[src/rtl/timer_display.sv]
// rtl/timer_display.sv - 4-digit multiplexed 7-segment decimal readout of the timer count (optional blink: TIMER_DISPLAY_BLINK_EN)
module timer_display #(
  parameter int REFRESH_CYCLES = 100000,
  parameter int REFRESH_WIDTH  = 17,
  parameter int BLINK_CYCLES   = 25000000,
  parameter int BLINK_WIDTH    = 25
) (
  input  logic        clk,
  input  logic        rst,
  input  logic [15:0] count,
  input  logic        done,
  output logic [3:0]  an,
  output logic [6:0]  seg,
  output logic        dp
);

  localparam logic [6:0] SEG_DASH  = 7'b0111111;
  localparam logic [6:0] SEG_BLANK = 7'h7F;

  typedef enum logic [1:0] {
    IDLE  = 2'd0,
    SHIFT = 2'd1,
    LOAD  = 2'd2
  } state_t;

  state_t                   state;
  logic [15:0]              sampled;
  logic [31:0]              sr;
  logic [3:0]               iter;
  logic [15:0]              digits;
  logic                     ovf;

  logic [REFRESH_WIDTH-1:0] rcnt;
  logic [1:0]               sel;
  logic                     armed;

  logic                     wrap;
  logic [1:0]               sel_next;
  logic [3:0]               nib;
  logic [6:0]               seg_next;
  logic [3:0]               an_scan;
  logic                     dp_next;

  // Add 3 to every BCD nibble that is 5 or more, ahead of the next left shift.
  function automatic logic [15:0] add3(input logic [15:0] b);
    logic [15:0] r;
    r = b;
    for (int i = 0; i < 4; i++) begin
      if (r[4*i +: 4] >= 4'd5) r[4*i +: 4] = r[4*i +: 4] + 4'd3;
    end
    return r;
  endfunction

  // Active-low segment pattern for one decimal digit; anything above 9 is blanked.
  function automatic logic [6:0] seg_code(input logic [3:0] d);
    logic [6:0] s;
    case (d)
      4'd0:    s = 7'b1000000;
      4'd1:    s = 7'b1111001;
      4'd2:    s = 7'b0100100;
      4'd3:    s = 7'b0110000;
      4'd4:    s = 7'b0011001;
      4'd5:    s = 7'b0010010;
      4'd6:    s = 7'b0000010;
      4'd7:    s = 7'b1111000;
      4'd8:    s = 7'b0000000;
      4'd9:    s = 7'b0010000;
      default: s = SEG_BLANK;
    endcase
    return s;
  endfunction

  // Binary-to-BCD converter: sample a changed count, 16 shift-add-3 steps, then load the digits.
  always_ff @(posedge clk or posedge rst) begin
    if (rst) begin
      state   <= IDLE;
      sampled <= 16'd0;
      sr      <= 32'd0;
      iter    <= 4'd0;
      digits  <= 16'd0;
      ovf     <= 1'b0;
    end else begin
      case (state)
        IDLE: begin
          if (count != sampled) begin
            sampled <= count;
            sr      <= {16'd0, count};
            iter    <= 4'd0;
            state   <= SHIFT;
          end
        end
        SHIFT: begin
          sr   <= {add3(sr[31:16]), sr[15:0]} << 1;
          iter <= iter + 4'd1;
          if (iter == 4'd15) state <= LOAD;
        end
        LOAD: begin
          // Only four BCD digits are kept; the ten-thousands digit has been shifted out.
          digits <= sr[31:16];
          ovf    <= (sampled > 16'd9999);
          state  <= IDLE;
        end
        default: state <= IDLE;
      endcase
    end
  end

  // Next digit select and the display values for that slot.
  always_comb begin
    wrap     = (rcnt == REFRESH_WIDTH'(REFRESH_CYCLES - 1));
    sel_next = (wrap && armed) ? sel + 2'd1 : sel;
    case (sel_next)
      2'd0:    nib = digits[3:0];
      2'd1:    nib = digits[7:4];
      2'd2:    nib = digits[11:8];
      default: nib = digits[15:12];
    endcase
    seg_next = ovf ? SEG_DASH : seg_code(nib);
    an_scan  = ~(4'b0001 << sel_next);
    dp_next  = ~((sel_next == 2'd0) && done);
  end

`ifdef TIMER_DISPLAY_BLINK_EN
  logic [BLINK_WIDTH-1:0] bcnt;
  logic                   phase_on;
  logic                   bwrap;
  logic                   phase_next;
  logic                   blank_next;

  // Blink phase runs only while done is high and snaps back to "on" as soon as done drops.
  always_comb begin
    bwrap = (bcnt == BLINK_WIDTH'(BLINK_CYCLES - 1));
    if (!done)      phase_next = 1'b1;
    else if (bwrap) phase_next = ~phase_on;
    else            phase_next = phase_on;
    blank_next = done && !phase_next;
  end

  // Blink half-period counter.
  always_ff @(posedge clk or posedge rst) begin
    if (rst) begin
      bcnt     <= '0;
      phase_on <= 1'b1;
    end else begin
      phase_on <= phase_next;
      if (!done || bwrap) bcnt <= '0;
      else                bcnt <= bcnt + BLINK_WIDTH'(1);
    end
  end
`else
  localparam int unused_blink_params = BLINK_CYCLES + BLINK_WIDTH;
`endif

  // Refresh divider and registered display drivers; the first slot after reset shows the units digit.
  always_ff @(posedge clk or posedge rst) begin
    if (rst) begin
      rcnt  <= '0;
      sel   <= 2'd0;
      armed <= 1'b0;
      an    <= 4'b1111;
      seg   <= SEG_BLANK;
      dp    <= 1'b1;
    end else begin
      if (wrap) begin
        rcnt  <= '0;
        sel   <= sel_next;
        armed <= 1'b1;
        seg   <= seg_next;
        dp    <= dp_next;
      end else begin
        rcnt <= rcnt + REFRESH_WIDTH'(1);
      end
`ifdef TIMER_DISPLAY_BLINK_EN
      // Anodes track the blink phase every clock once scanning has started.
      if (wrap || armed) an <= blank_next ? 4'b1111 : an_scan;
`else
      if (wrap) an <= an_scan;
`endif
    end
  end

endmodule

[config.mk]
export PLATFORM = sky130hd
export DESIGN_NAME = timer_display
export DESIGN_NICKNAME = d
export VERILOG_FILES = /design/src/rtl/timer_display.sv
export SDC_FILE = /design/constraint.sdc
export NUM_CORES = 1
export LEC_CHECK = 0
export CORE_UTILIZATION = 50
export DETAILED_ROUTE_END_ITERATION = 12
export GPL_ROUTABILITY_DRIVEN = 0
export PLACE_DENSITY = 0.73
export SYNTH_ARGS = -nofsm -noshare
export SYNTH_HDL_FRONTEND = slang
export SYNTH_SLANG_ARGS = --single-unit
[constraint.sdc]
create_clock -name clk -period 9.5 [get_ports clk]
set_input_delay 0.95 -clock clk [delete_from_list [all_inputs] [get_ports clk]]
set_output_delay 0.95 -clock clk [all_outputs]
set_load 0.1 [all_outputs]
==> impl_metrics.py <==
metrics = {
    "setup_path": {
        "critPathLaunchType": "flip-flop",
        "rr_worst_depth": 11,
        "setup.worst_path.class": "reg2reg",
        "path_depth": 11,
        "critical_path_arrival_ns": 4.04,
        "path_cells": "or4b_4, nor4_2, buf_4, nand3_1, o22a_1, o221ai_2, inv_1, ha_1, nor2_1, a31oi_1, a21oi_1",
        "cp_slowest_cell": "nor4_2",
        "cpLargestDelayFamily": "simple AND/OR/NAND/NOR gates",
        "r2r_start": "rcnt[12]",
        "max_stage_delay_ns": 0.79,
        "critPathRequiredTime_ns": 9.81,
        "crit_fanout": 12,
        "endpoint_kind": "flip-flop",
        "ff2ff_setup_slack_ns": 5.76,
        "crit_buf_inv": 2,
        "timing.rr.end": "seg[3]",
    },
    "yosys": {
        "netlist_instances": 495,
        "synth_fp_nets": 525,
        "synth_commonest_cells": "dfrtp_1 (91), nand2_1 (75), nor2_1 (39), o21ai_0 (29), xnor2_1 (28)",
        "synth_top_area_cell": "dfrtp_1",
        "yosysSeqAreaShare_pct": 51.7,
        "syn_area_per_cell_um2": 10.1,
        "synth_top_cell_area_share_pct": 45.5,
        "yosys_warnings": 0,
        "netlist-cell-type-count": 52,
        "netlist_area_um2": 5010,
        "yosysMostFrequentCell": "dfrtp_1",
        "synth_area_leaders": "dfrtp_1 (45%), dfstp_2 (6.3%), mux2_2 (6.1%)",
        "async_flop_share_pct": 100,
        "synth_flop_cell": "dfrtp_1",
        "synth-edff-count": 0,
        "yosys_register_bits": 103,
    },
    "die": {
        "die_h_um": 102,
        "start_util_pct": 51.5,
        "dieArea_um2": 10400,
        "coreArea_um2": 9730,
        "chipWidth_um": 102,
        "ioPinCount": 31,
        "rows": 36,
    },
    "hold_path": {
        "worstHoldStart": "seg[6]",
        "holdPathEnd": "seg[6]",
        "hold_class": "reg2reg",
        "min_path_cells": 2,
    },
    "drt": {
        "vias": 3653,
        "drt-initial-drc-count": 217,
        "drt-total-wl_mm": 9.74,
        "via_per_inst": 5.56,
        "drc": 0,
        "avgRoutedWirePerCell_um": 14.8,
        "drtPass1Iterations": 5,
        "ant_nets": 0,
    },
    "layout": {
        "final_area_um2": 5640,
        "final_nets": 549,
        "drive_above_1_share_pct": 13.5,
        "n_antenna_cell": 0,
        "syn_to_final_growth_pct": 12.5,
    },
    "grt": {
        "grt_pass1_wl_mm": 16.5,
        "busiest_layer": "met2",
        "gr-usage-met1_pct": 26.3,
        "grt_pass1_vias": 3547,
        "use_met2_pct": 34.1,
        "overflow": 0,
        "grt_antenna_before_repair": 0,
        "grt_usage_pct": 20.7,
        "met3_usage_pct": 5.81,
        "grt_max_degree": 57,
    },
    "pwr": {
        "power.density_nw_per_um2": 262,
        "pwr-share-clk_pct": 18.6,
        "p_leak_nw": 2.36,
        "swShare_pct": 36.2,
        "switching_power_uw": 535,
        "vdd_drop_max_uv": 137,
        "share_comb_of_total_power_pct": 35.2,
        "intPower_uw": 944,
        "p_seq_share_pct": 46.3,
    },
    "placement": {
        "place_ws_ns": 5.80,
        "place_area_um2": 5440,
        "port-buffer-count": 30,
        "post-dp-hpwl_mm": 6.65,
    },
    "flow_run": {
        "drv_cap": 0,
    },
    "clock_network": {
        "clk_path_buf_depth": 2,
        "ctsResizeCount": 0,
        "cts_setup_buffers": 0,
        "cts.clk_slew.worst_paths_ns": 0.10,
        "clkSinkCount": 103,
        "cts_buffers": 9,
        "clock_latency_ns": 0.37,
        "cts_root_buffer": "clkbuf_8",
        "cts_max_level": 3,
        "cts_tree": "yes",
        "ctsHoldBuffers": 0,
    },
    "sta": {
        "fin_crit_ns": 3.74,
        "rsz0062_at_grt": "no",
        "tightest_slew_ns": 1.10,
        "skew_ns": 0.0158,
        "final-hold-violation-count": 0,
        "report.final.slew_viol_count": 0,
        "layout_setup_ws_ns": 5.76,
        "finalCritPeriodShare_pct": 39.3,
        "slew_headroom_pct": 26.9,
        "setup_viol": 0,
        "holdWs_ns": 0.461,
        "tns_ns": 0,
        "fmax_mhz": 268,
    },
    "outcome": {
        "status": "completed",
    },
}
==> routing by layer <==
layer | vias up | routed length, um
li1 | 1781 | -
met4 | 0 | 139
met2 | 76 | 4870
met5 | - | 0
met1 | 1788 | 4370
met3 | 8 | 358
==> worst max path at each step <==
stage,to,start,slack [ns]
4_1_cts,seg[3],rcnt[12],5.75
3_5_place_dp,seg[3],rcnt[12],5.80
5_1_grt,seg[3],rcnt[12],5.53
3_3_place_gp,seg[3],rcnt[12],5.97
2_1_floorplan,armed,rst,5.87
6_report,seg[3],rcnt[12],5.76
==> worst reg2reg max path, delay by kind of cell (launching register included) <==
family,cells,cell delay [ns]
compound gates,4,0.84
fa+ha+maj,1,0.33
buf+inv,2,0.40
flops,1,0.45
simple gates,4,1.67
==> registers in the layout, indices dropped and copies added, names as in the netlist <==
| signal | flops |
|---|---|
| an | 4 |
| sel | 2 |
| state | 2 |
| digits | 16 |
| armed | 1 |
| sampled | 16 |
| sr | 32 |
| seg | 7 |
| rcnt | 17 |
| iter | 4 |
| dp | 1 |
| ovf | 1 |
==> power groups by stage <==
stage / registers [mW] / logic (mW) / clock network (mW)
floorplan: 0.661 / 0.425 / 0
global placement: 0.687 / 0.499 / 0
detailed placement: 0.691 / 0.525 / 0
CTS: 0.683 / 0.525 / 0.284
global route: 0.705 / 0.595 / 0.302
finish: 0.684 / 0.520 / 0.275
==> stage by stage <==
stage	util, %	power, mW	cells
after detailed placement	55.9	1.22	641
final	57.9	1.48	657
after global placement	55.9	1.19	641
after floorplan	-	1.09	495
after CTS	57.9	1.49	657
after global routing	57.9	1.60	657
==> layout make-up <==
cell class	count	area (um2)
clock inverter	7	71.3
fill	868	4090
clock buffer	9	124
sequential	103	2590
multi-input combinational	354	2280
timing repair buffer	35	338
tap	133	166
inverter	16	62.6
==> logic make-up (layout without fill, tap and decap cells) <==
logic type,after synthesis,count (layout),synth area share [%]
DFF,103,103,51.7
buffers and inverters,38,67,2.90
and+or+nand+nor,172,172,16.3
adders and majority gates,11,11,2.75
muxes,30,30,6.67
xor gates and xnor gates,37,37,6.47
AOI/OAI and AO/OA,104,104,13.2
==> placed cells by master, fill, tap and decap left out, types with 2 or more instances in the layout <==
cell type / n
nor3_1: 4
o31ai_1: 2
nand4_1: 11
inv_1: 14
nor3b_1: 2
a21oi_1: 20
nor2b_1: 3
clkdlybuf4s50_1: 30
or4bb_1: 2
nand3_1: 13
o21ai_1: 2
mux2i_1: 3
buf_4: 5
nor4_1: 3
o22ai_1: 12
xnor2_1: 28
ha_1: 11
nand2b_1: 7
nor2_1: 39
a22oi_1: 15
clkbuf_8: 9
mux2_2: 27
o21ai_0: 29
a31oi_1: 5
or3_1: 3
clkinvlp_4: 3
o32ai_1: 2
clkinv_2: 2
a21boi_0: 2
nor4_2: 2
a211oi_1: 2
nand2_1: 75
xor2_1: 9
o22a_1: 2
dfrtp_1: 91
a21o_1: 2
dfstp_2: 12
Power figures use the tool's default switching activity.
